## config.mk

```make
export PLATFORM = sky130hd
export DESIGN_NAME = legv8_mem_arbiter
export DESIGN_NICKNAME = d
export VERILOG_FILES = /design/src/rtl/legv8_mem_arbiter.sv
export SDC_FILE = /design/constraint.sdc
export NUM_CORES = 1
export LEC_CHECK = 0
export ABC_AREA = 1
export CAP_MARGIN = 20
export CORE_AREA = 5 5 201 203
export DETAILED_ROUTE_END_ITERATION = 10
export DIE_AREA = 0 0 206 208
export PLACE_DENSITY = 0.61
export SLEW_MARGIN = 20
export SYNTH_ARGS = -nofsm -noshare
export SYNTH_HDL_FRONTEND = slang
export SYNTH_SLANG_ARGS = --single-unit
```

## constraint.sdc

```tcl
create_clock -name clk -period 1.3 [get_ports clk]
set_input_delay 0.26 -clock clk [delete_from_list [all_inputs] [get_ports clk]]
set_output_delay 0.26 -clock clk [all_outputs]
set_load 0.03 [all_outputs]
```

## src/rtl/legv8_mem_arbiter.sv

```systemverilog
// legv8_mem_arbiter: shares one single-ported, fixed-latency unified memory
// between the instruction-fetch port and the load/store port of the LEGv8 core.
// Accesses are serialised as IDLE -> ACCESS (MEM_LATENCY cycles) -> DONE.
// Optional feature macro: LEGV8_MEM_ARB_RR_EN selects round-robin arbitration
// on simultaneous requests; when undefined, data always beats fetch.
module legv8_mem_arbiter #(
    parameter int ADDR_W      = 64,
    parameter int DATA_W      = 64,
    parameter int MEM_LATENCY = 2
) (
    input  logic              clk,
    input  logic              restart_cpu,
    input  logic              if_req,
    input  logic [ADDR_W-1:0] if_addr,
    output logic              if_gnt,
    output logic              if_rvalid,
    output logic [DATA_W-1:0] if_rdata,
    input  logic              d_req,
    input  logic              d_we,
    input  logic [ADDR_W-1:0] d_addr,
    input  logic [DATA_W-1:0] d_wdata,
    output logic              d_gnt,
    output logic              d_rvalid,
    output logic [DATA_W-1:0] d_rdata,
    output logic              mem_en,
    output logic              mem_we,
    output logic [ADDR_W-1:0] mem_addr,
    output logic [DATA_W-1:0] mem_wdata,
    input  logic [DATA_W-1:0] mem_rdata,
    output logic              busy
);

    localparam int CNT_W = (MEM_LATENCY > 1) ? $clog2(MEM_LATENCY) : 1;

    typedef enum logic [1:0] {
        IDLE   = 2'd0,
        ACCESS = 2'd1,
        DONE   = 2'd2
    } state_t;

    state_t            state;
    state_t            state_next;
    logic              accept;
    logic              pick_data;
    logic              owner_data;
    logic              lat_we;
    logic [ADDR_W-1:0] lat_addr;
    logic [DATA_W-1:0] lat_wdata;
    logic [CNT_W-1:0]  cnt;

`ifdef LEGV8_MEM_ARB_RR_EN
    logic              last_owner_data;
`endif

    // State register; a synchronous restart drops any in-flight access.
    always_ff @(posedge clk) begin
        if (restart_cpu) begin
            state <= IDLE;
        end else begin
            state <= state_next;
        end
    end

    // Next-state decode, arbitration choice and memory-side strobes.
    always_comb begin
        state_next = state;
        accept     = 1'b0;
        mem_en     = 1'b0;
        busy       = (state != IDLE);
`ifdef LEGV8_MEM_ARB_RR_EN
        pick_data  = d_req && !(if_req && last_owner_data);
`else
        pick_data  = d_req;
`endif
        case (state)
            IDLE: begin
                if (if_req || d_req) begin
                    accept     = 1'b1;
                    state_next = ACCESS;
                end
            end
            ACCESS: begin
                mem_en = 1'b1;
                if (cnt == '0) begin
                    state_next = DONE;
                end
            end
            DONE: begin
                state_next = IDLE;
            end
            default: begin
                state_next = IDLE;
            end
        endcase
        mem_we = mem_en && lat_we;
    end

    assign mem_addr  = lat_addr;
    assign mem_wdata = lat_wdata;

    // Request latching, latency counter and registered gnt/rvalid/rdata pulses.
    always_ff @(posedge clk) begin
        if (restart_cpu) begin
            owner_data <= 1'b1;
            lat_we     <= 1'b0;
            lat_addr   <= '0;
            lat_wdata  <= '0;
            cnt        <= '0;
            if_gnt     <= 1'b0;
            d_gnt      <= 1'b0;
            if_rvalid  <= 1'b0;
            d_rvalid   <= 1'b0;
            if_rdata   <= '0;
            d_rdata    <= '0;
        end else begin
            if_gnt    <= 1'b0;
            d_gnt     <= 1'b0;
            if_rvalid <= 1'b0;
            d_rvalid  <= 1'b0;
            case (state)
                IDLE: begin
                    if (accept) begin
                        owner_data <= pick_data;
                        lat_we     <= pick_data && d_we;
                        lat_addr   <= pick_data ? d_addr : if_addr;
                        lat_wdata  <= pick_data ? d_wdata : '0;
                        cnt        <= CNT_W'(MEM_LATENCY - 1);
                        if_gnt     <= !pick_data;
                        d_gnt      <= pick_data;
                    end
                end
                ACCESS: begin
                    if (cnt != '0) begin
                        cnt <= cnt - CNT_W'(1);
                    end else if (owner_data) begin
                        d_rvalid <= 1'b1;
                        if (!lat_we) begin
                            d_rdata <= mem_rdata;
                        end
                    end else begin
                        if_rvalid <= 1'b1;
                        if_rdata  <= mem_rdata;
                    end
                end
                default: begin
                end
            endcase
        end
    end

`ifdef LEGV8_MEM_ARB_RR_EN
    // Remembers who owned the most recent grant so ties alternate.
    always_ff @(posedge clk) begin
        if (restart_cpu) begin
            last_owner_data <= 1'b1;
        end else if (accept) begin
            last_owner_data <= pick_data;
        end
    end
`endif

endmodule

```

==> summary.md, run 1 <==
| Metric | Value |
|---|---|
| CP cell instances | `inv_4 > nor2_4 > buf_12 > buf_12 > buf_8` |
| ANT nets after route | `0` |
| DR WL/cell | `roughly 19 um` |
| Max_cap viols | `0` |
| Hold_buf cts | `0` |
| Clock period minus worst slack | `1.70 ns` |
| DRC | `0` |
| Largest net degree at the start of global routing | `68` |
| CTS tree | `done` |
| Final Slew Violations | `0` |
| Global route total overflow | `0` |
| CTS root buffer | `clkbuf_16` |
| Core Region | `38,300 um2` |
| Antenna violations before repair | `5` |
| IO Port Bufs | `around 520` |
| Max FO, Critical Path | `3` |
| Tightest Pin Transition | `0.629 ns` |
| Final setup fails | `roughly 500` |
| Most area-hungry cell type in the Yosys netlist | `dfxtp_1` |
| Routed WL | `between 50,000 and 60,000 um` |
| Worst skew pair latency | `approximately 0.58 ns` |
| # rows | `approximately 70` |
| Top cell type's share of synthesized area | `0.479` |
| Post-route core utilization | `0.584` |
| WP data arrival | `approximately 1.4 ns` |
| Worst setup margin | `-0.398 ns` |
| Average size of a mapped cell | `about 6.8 um2` |
| Fin nets | `2,476` |
| CP top delay family | `flip-flops` |
| FILL cells | `approximately 3,300` |
| Run status | `finished with violations` |
| Die Wd | `~210 um` |
| Die area | `roughly 43,000 um2` |
| Sink Count | `between 200 and 300` |
| Met1 Wirelength | `18,400 um` |
| Synthesis-stage register bit count | `265` |
| Commonest non-fill, non-tap cell in the layout | `nand2_1` |
| Peak VDD IR | `between 1 and 1.5 mV` |
| Worst setup SP type | `flop` |
| Routability cong. | `approximately 0.91` |
| Fmax | `around 0.59 GHz` |
| RSZ-0062 raised after global routing | `yes` |
| Synthesized area | `11,100 um2` |
| Clock Skew | `0.0197 ns` |
| Slowest-stage cell, CP | `dfxtp_4` |
| Failing checks | `negative setup slack` |
| Syn Nets | `~1,900` |
| Drt via density | `between 4 and 5` |
| First-pass GRT wire length | `just over 70,000 um` |
| Worst min path class | `primary input to flop` |
| Total power | `between 20,000 and 30,000 uW` |
| Layout cells sized above 1 | `0.370` |
| Vias | `12,953` |
| Pwr dens | `1220 nW/um2` |
| Clk slew on worst S/H paths | `about 0.060 ns` |
| Drt initial violations | `between 600 and 700` |
| CP dominant cell by count | `buf_12` |
| DR top layer | `met5` |
| Sequential area share after synthesis | `0.479` |
| Starting density of the core | `0.290` |
| Final Hold Fails | `0` |
| Clk buf depth | `3` |
| Num CTS Buffers | `31` |
| Number of global-route vias before repair | `about 12,000` |
| Leakage Power | `a little under 0.01 uW` |
| Routed met2 length | `25,800 um` |
| Die height | `roughly 210 um` |
| Post-Syn Instances | `between 1,500 and 2,000` |
| DP HPWL | `34,600 um` |
| Period utilisation layout | `1.31` |
| Top cells by area, synth | `dfxtp_1 48%, nand2_1 18%, nor2_1 8.8%` |
| Slowest Stage Delay on Critical Path | `0.38 ns` |
| Max_slew headroom | `0.581` |
| H-tree depth | `1` |
| Synth Warn # | `0` |
| CP required | `about 1.0 ns` |
| DRT Pass-1 Iters | `7` |
| Overall Global Routing Usage | `0.208` |
| Register area | `~5500 um2` |
| Area delta synth->final | `102%` |
| CP endpoint kind | `output pin` |
| Ports | `524` |
| Met3 routed WL | `4710 um` |
| Distinct cell type count after synthesis | `18` |
| Buf/Inv on CP | `4` |
| Multi-input logic area | `approximately 6000 um2` |
| WS Path Type | `flop to output pin` |
| Most frequent cells in the layout | `412 x nand2_1, 258 x clkdlybuf4s50_1, 225 x nor2_1, 180 x buf_12, 161 x dfxtp_1` |
==> Yosys cell counts, drive strengths merged <==
cell type  count
nor2         264
o21ai          2
nand4         64
clkbuf        45
buf           79
nand3        133
nand2        532
inv          140
dfxtp        265
a21oi        116
nor3           1
==> logic make-up after synthesis <==
logic type | count (synthesis) | synth area share
buffers and inverters | 264 | 0.0991
flip-flops | 265 | 0.479
AO/OA/AOI/OAI | 118 | 0.0543
AND/OR/NAND/NOR | 994 | 0.368
==> final cells by class <==
type,instances,area share
antenna,2,0.000224
clock buffer,44,0.0400
multi-input combinational,1113,0.266
tap,518,0.0290
sequential,265,0.244
timing repair buffer,664,0.391
inverter,140,0.0237
clock inverter,12,0.00582
==> routing by layer <==
| layer | track usage | vias up |
|---|---|---|
| met1 | 0.234 | 5964 |
| met4 | 0.0840 | 6 |
| li1 | - | 6272 |
| met2 | 0.365 | 581 |
| met5 | 0 | - |
| met3 | 0.0635 | 130 |
==> worst min-delay path, delay by kind of cell <==
family | cells | cell delay [ns]
and+or+nand+nor | 1 | 0.06
buffers and inverters | 2 | 0.28
==> metrics by stage <==
stage	area, um2	setup WS [ns]	TNS (ns)	hold WS [ns]	std cells
2_1_floorplan	11100	0.0320	0	0.363	1641
3_3_place_gp	18500	-0.323	-40.97	0.447	2628
3_5_place_dp	18500	-0.336	-46.04	0.450	2628
4_1_cts	20400	-0.447	-53.82	0.0378	2717
5_1_grt	22400	-0.467	-100.12	0.0492	2757
6_report	22400	-0.398	-70.08	0.0674	2758
==> what timing repair did <==
action,in CTS,in global routing
gates resized for setup,578,354
setup endpoints to repair,522,527
pin swaps,8,51
setup buffers,26,20
cloned,7,26
==> sequential cells by signal (all words and copies together) (netlist names), 2 cells and up <==
register and count:
mem_wdata 64, state 2, d_rdata 64, if_rdata 64, mem_addr 64
==> power by group <==
part           leakage [uW]  switching (uW)  total (uW)  internal [uW]
Combinational       0.00696            4490        9050           4570
Clock              0.000505            3580        8760           5170
Sequential          0.00222             667        9500           8840
Total               0.00968            8740       27300          18600
==> final timing paths <==
path | from | end | slack (ns) | cells after the start
setup reg to reg | state[0]$_SDFFE_PP0P_ | d_rdata[35]$_SDFFE_PP0P_ | -0.40 | 11
hold reg to reg | mem_wdata[47]$_SDFFE_PP0P_ | mem_wdata[47]$_SDFFE_PP0P_ | 0.45 | 2
setup / recovery | state[0]$_SDFFE_PP0P_ | mem_en | -0.40 | 5
hold / removal | restart_cpu | d_gnt$_SDFF_PP0_ | 0.07 | 3
No activity file was read; power rests on OpenSTA's default activity.
==> run 2, diff against run 1 <==
--- a/config.mk
+++ b/config.mk
@@ -15,3 +15,4 @@
 export SYNTH_ARGS = -nofsm -noshare
 export SYNTH_HDL_FRONTEND = slang
 export SYNTH_SLANG_ARGS = --single-unit
+export TNS_END_PERCENT = 30
==> run 2 against run 1 <==
  * The run still ends with negative setup slack left
  * Register-to-register slack better by 0.21 ns
  * Design area fell by 4.5%
  * Maximum frequency is 0.28% higher
  * Die area is the same
  * Final cell count decreased by 0.51%
  * Sequential cell count is the same
  * Wire length decreased by 3.7%
  * Combinational power down 8.8%
  * Global-route usage decreased by 0.53 points
  * Critical path depth fell by 1
  * Largest power group unchanged
==> summary.md, run 2 (synthesis results as in run 1) <==
| Metric | Value |
|---|---|
| DR WL/cell | `roughly 18 um` |
| Antenna violations before repair | `7` |
| Starting density of the core | `0.290` |
| ANT nets after route | `0` |
| Period utilisation layout | `1.30` |
| RSZ-0062 raised after global routing | `yes` |
| Final TNS setup | `-26.11 ns` |
| Worst setup margin | `-0.393 ns` |
| Worst Hold Depth | `3` |
| Slowest Stage Delay on Critical Path | `approximately 0.36 ns` |
| Commonest non-fill, non-tap cell in the layout | `nand2_1` |
| Overall Global Routing Usage | `0.203` |
| DP HPWL | `around 35,000 um` |
| WP data arrival | `1.43 ns` |
| Failing checks | `negative setup slack` |
| Clk slew on worst S/H paths | `approximately 0.06 ns` |
| Clock Skew | `approximately 0.022 ns` |
| CTS root buffer | `clkbuf_16` |
| Worst skew pair latency | `between 0.5 and 0.6 ns` |
| Die area | `roughly 43,000 um2` |
| Drt via density | `between 4 and 5` |
| Worst setup SP type | `flop` |
| Final Hold Fails | `0` |
| H-tree depth | `1` |
| Fmax | `between 0.5 and 0.6 GHz` |
| CTS tree | `done` |
| Fin nets | `approximately 2,500` |
| IO Port Bufs | `approximately 520` |
| Routed WL | `just under 50,000 um` |
| DRC | `0` |
| Total power | `26,600 uW` |
| CP cell instances | `buf_12 > nor2_4 > buf_12 > buf_8` |
| Worst Hold End | `d_gnt$_SDFF_PP0_` |
| Max_slew headroom | `0.699` |
| Tightest Pin Transition | `0.450 ns` |
| Buf/Inv on CP | `3` |
| Final setup fails | `about 430` |
| Max FO, Critical Path | `4` |
| CP required | `approximately 1.0 ns` |
| R2R Path End | `if_rdata[41]$_SDFFE_PP0P_` |
| Worst min path class | `primary input to flop` |
| Pwr dens | `around 1200 nW/um2` |
| Drt initial violations | `approximately 550` |
| Clk buf depth | `3` |
| Most frequent cells in the layout | `495 x nand2_1, 258 x clkdlybuf4s50_1, 243 x nor2_1, 175 x dfxtp_2, 163 x buf_12` |
| Max_cap viols | `0` |
| Core Region | `around 38,000 um2` |
| Leakage Power | `just over 0.009 uW` |
| Ports | `524` |
| Hold Startpoint | `restart_cpu` |
| Clock period minus worst slack | `1.69 ns` |
| Register-to-Register Path Depth | `8` |
| First-pass GRT wire length | `a little under 70,000 um` |
| Num CTS Buffers | `31` |
| R2R setup slack | `-0.19 ns` |
| Final Slew Violations | `0` |
| WS Path Type | `flop to output pin` |
| Die height | `about 210 um` |
| Vias | `around 13,000` |
| Place WS | `-0.286 ns` |
| Slowest-stage cell, CP | `dfxtp_4` |
| DRT Pass-1 Iters | `5` |
| Routability cong. | `between 0.8 and 0.9` |
| Number of global-route vias before repair | `about 12,000` |
| Area delta synth->final | `92.6%` |
| CP endpoint kind | `output pin` |
| Peak VDD IR | `1.04 mV` |
| Die Wd | `~210 um` |
| CP dominant cell by count | `buf_12` |
| # rows | `a little over 70` |
| Sink Count | `roughly 270` |
| Global route total overflow | `0` |
| Reg-to-reg critical path startpoint | `state[1]$_SDFFE_PP0P_` |
| Largest net degree at the start of global routing | `53` |
| CP top delay family | `buffers and inverters` |
| Run status | `finished with violations` |
| Layout cells sized above 1 | `0.333` |
run 2: worst max-delay path by stage:
stage,start,endpoint,cells past startpoint
after detailed placement,if_req,mem_addr[56]$_SDFFE_PP0P_,7
after CTS,state[0]$_SDFFE_PP0P_,mem_we,4
final,state[1]$_SDFFE_PP0P_,mem_en,4
after floorplan,state[1]$_SDFFE_PP0P_,busy,3
after global routing,state[1]$_SDFFE_PP0P_,mem_en,4
after global placement,if_req,mem_addr[47]$_SDFFE_PP0P_,7
run 2: layer usage:
layer,wire [um],GRT usage,part of all wire
met1,18100,0.224,0.37
met2,24900,0.362,0.50
met3,4530,0.0642,0.092
met4,1960,0.0757,0.040
met5,34,0,0.00069
run 2: cell type report:
| type | instances | area [um2] |
|---|---|---|
| fillers | 3391 | 16900 |
| multi-input cells | 1114 | 5250 |
| inverters | 140 | 533 |
| repair buffers | 647 | 8330 |
| flip-flops and latches | 265 | 5560 |
| clock buffers | 44 | 885 |
| clock inverters | 13 | 146 |
| diodes | 3 | 7.51 |
| well taps | 518 | 648 |
run 2: report_power, final:
group          internal, uW  leakage, uW  switching [uW]
registers              8880      0.00225             634
clock network          5150     0.000504            3660
logic                  4100      0.00660            4150
total                 18100      0.00935            8440
run 2: what timing repair did:
action,in CTS,in global routing
resized for setup,800,161
setup buffers,15,12
gates cloned,1,23
pin swaps,12,40
setup endpoints to repair,447,526
hold buffers,0,0
run 2: metrics by stage:
step | cell area [um2] | utilization | instances | hold WS (ns)
2_1_floorplan | 11100 | - | 1641 | 0.363
3_3_place_gp | 18500 | 0.482 | 2633 | 0.448
3_5_place_dp | 18500 | 0.482 | 2633 | 0.451
4_1_cts | 20100 | 0.526 | 2706 | 0.0868
5_1_grt | 21400 | 0.558 | 2743 | 0.101
6_report | 21400 | 0.558 | 2744 | 0.110
run 2: worst min-delay path, cell delays in order:
cell and delay [ns]:
buf_4 0.17, nor2_2 0.07, buf_12 0.14
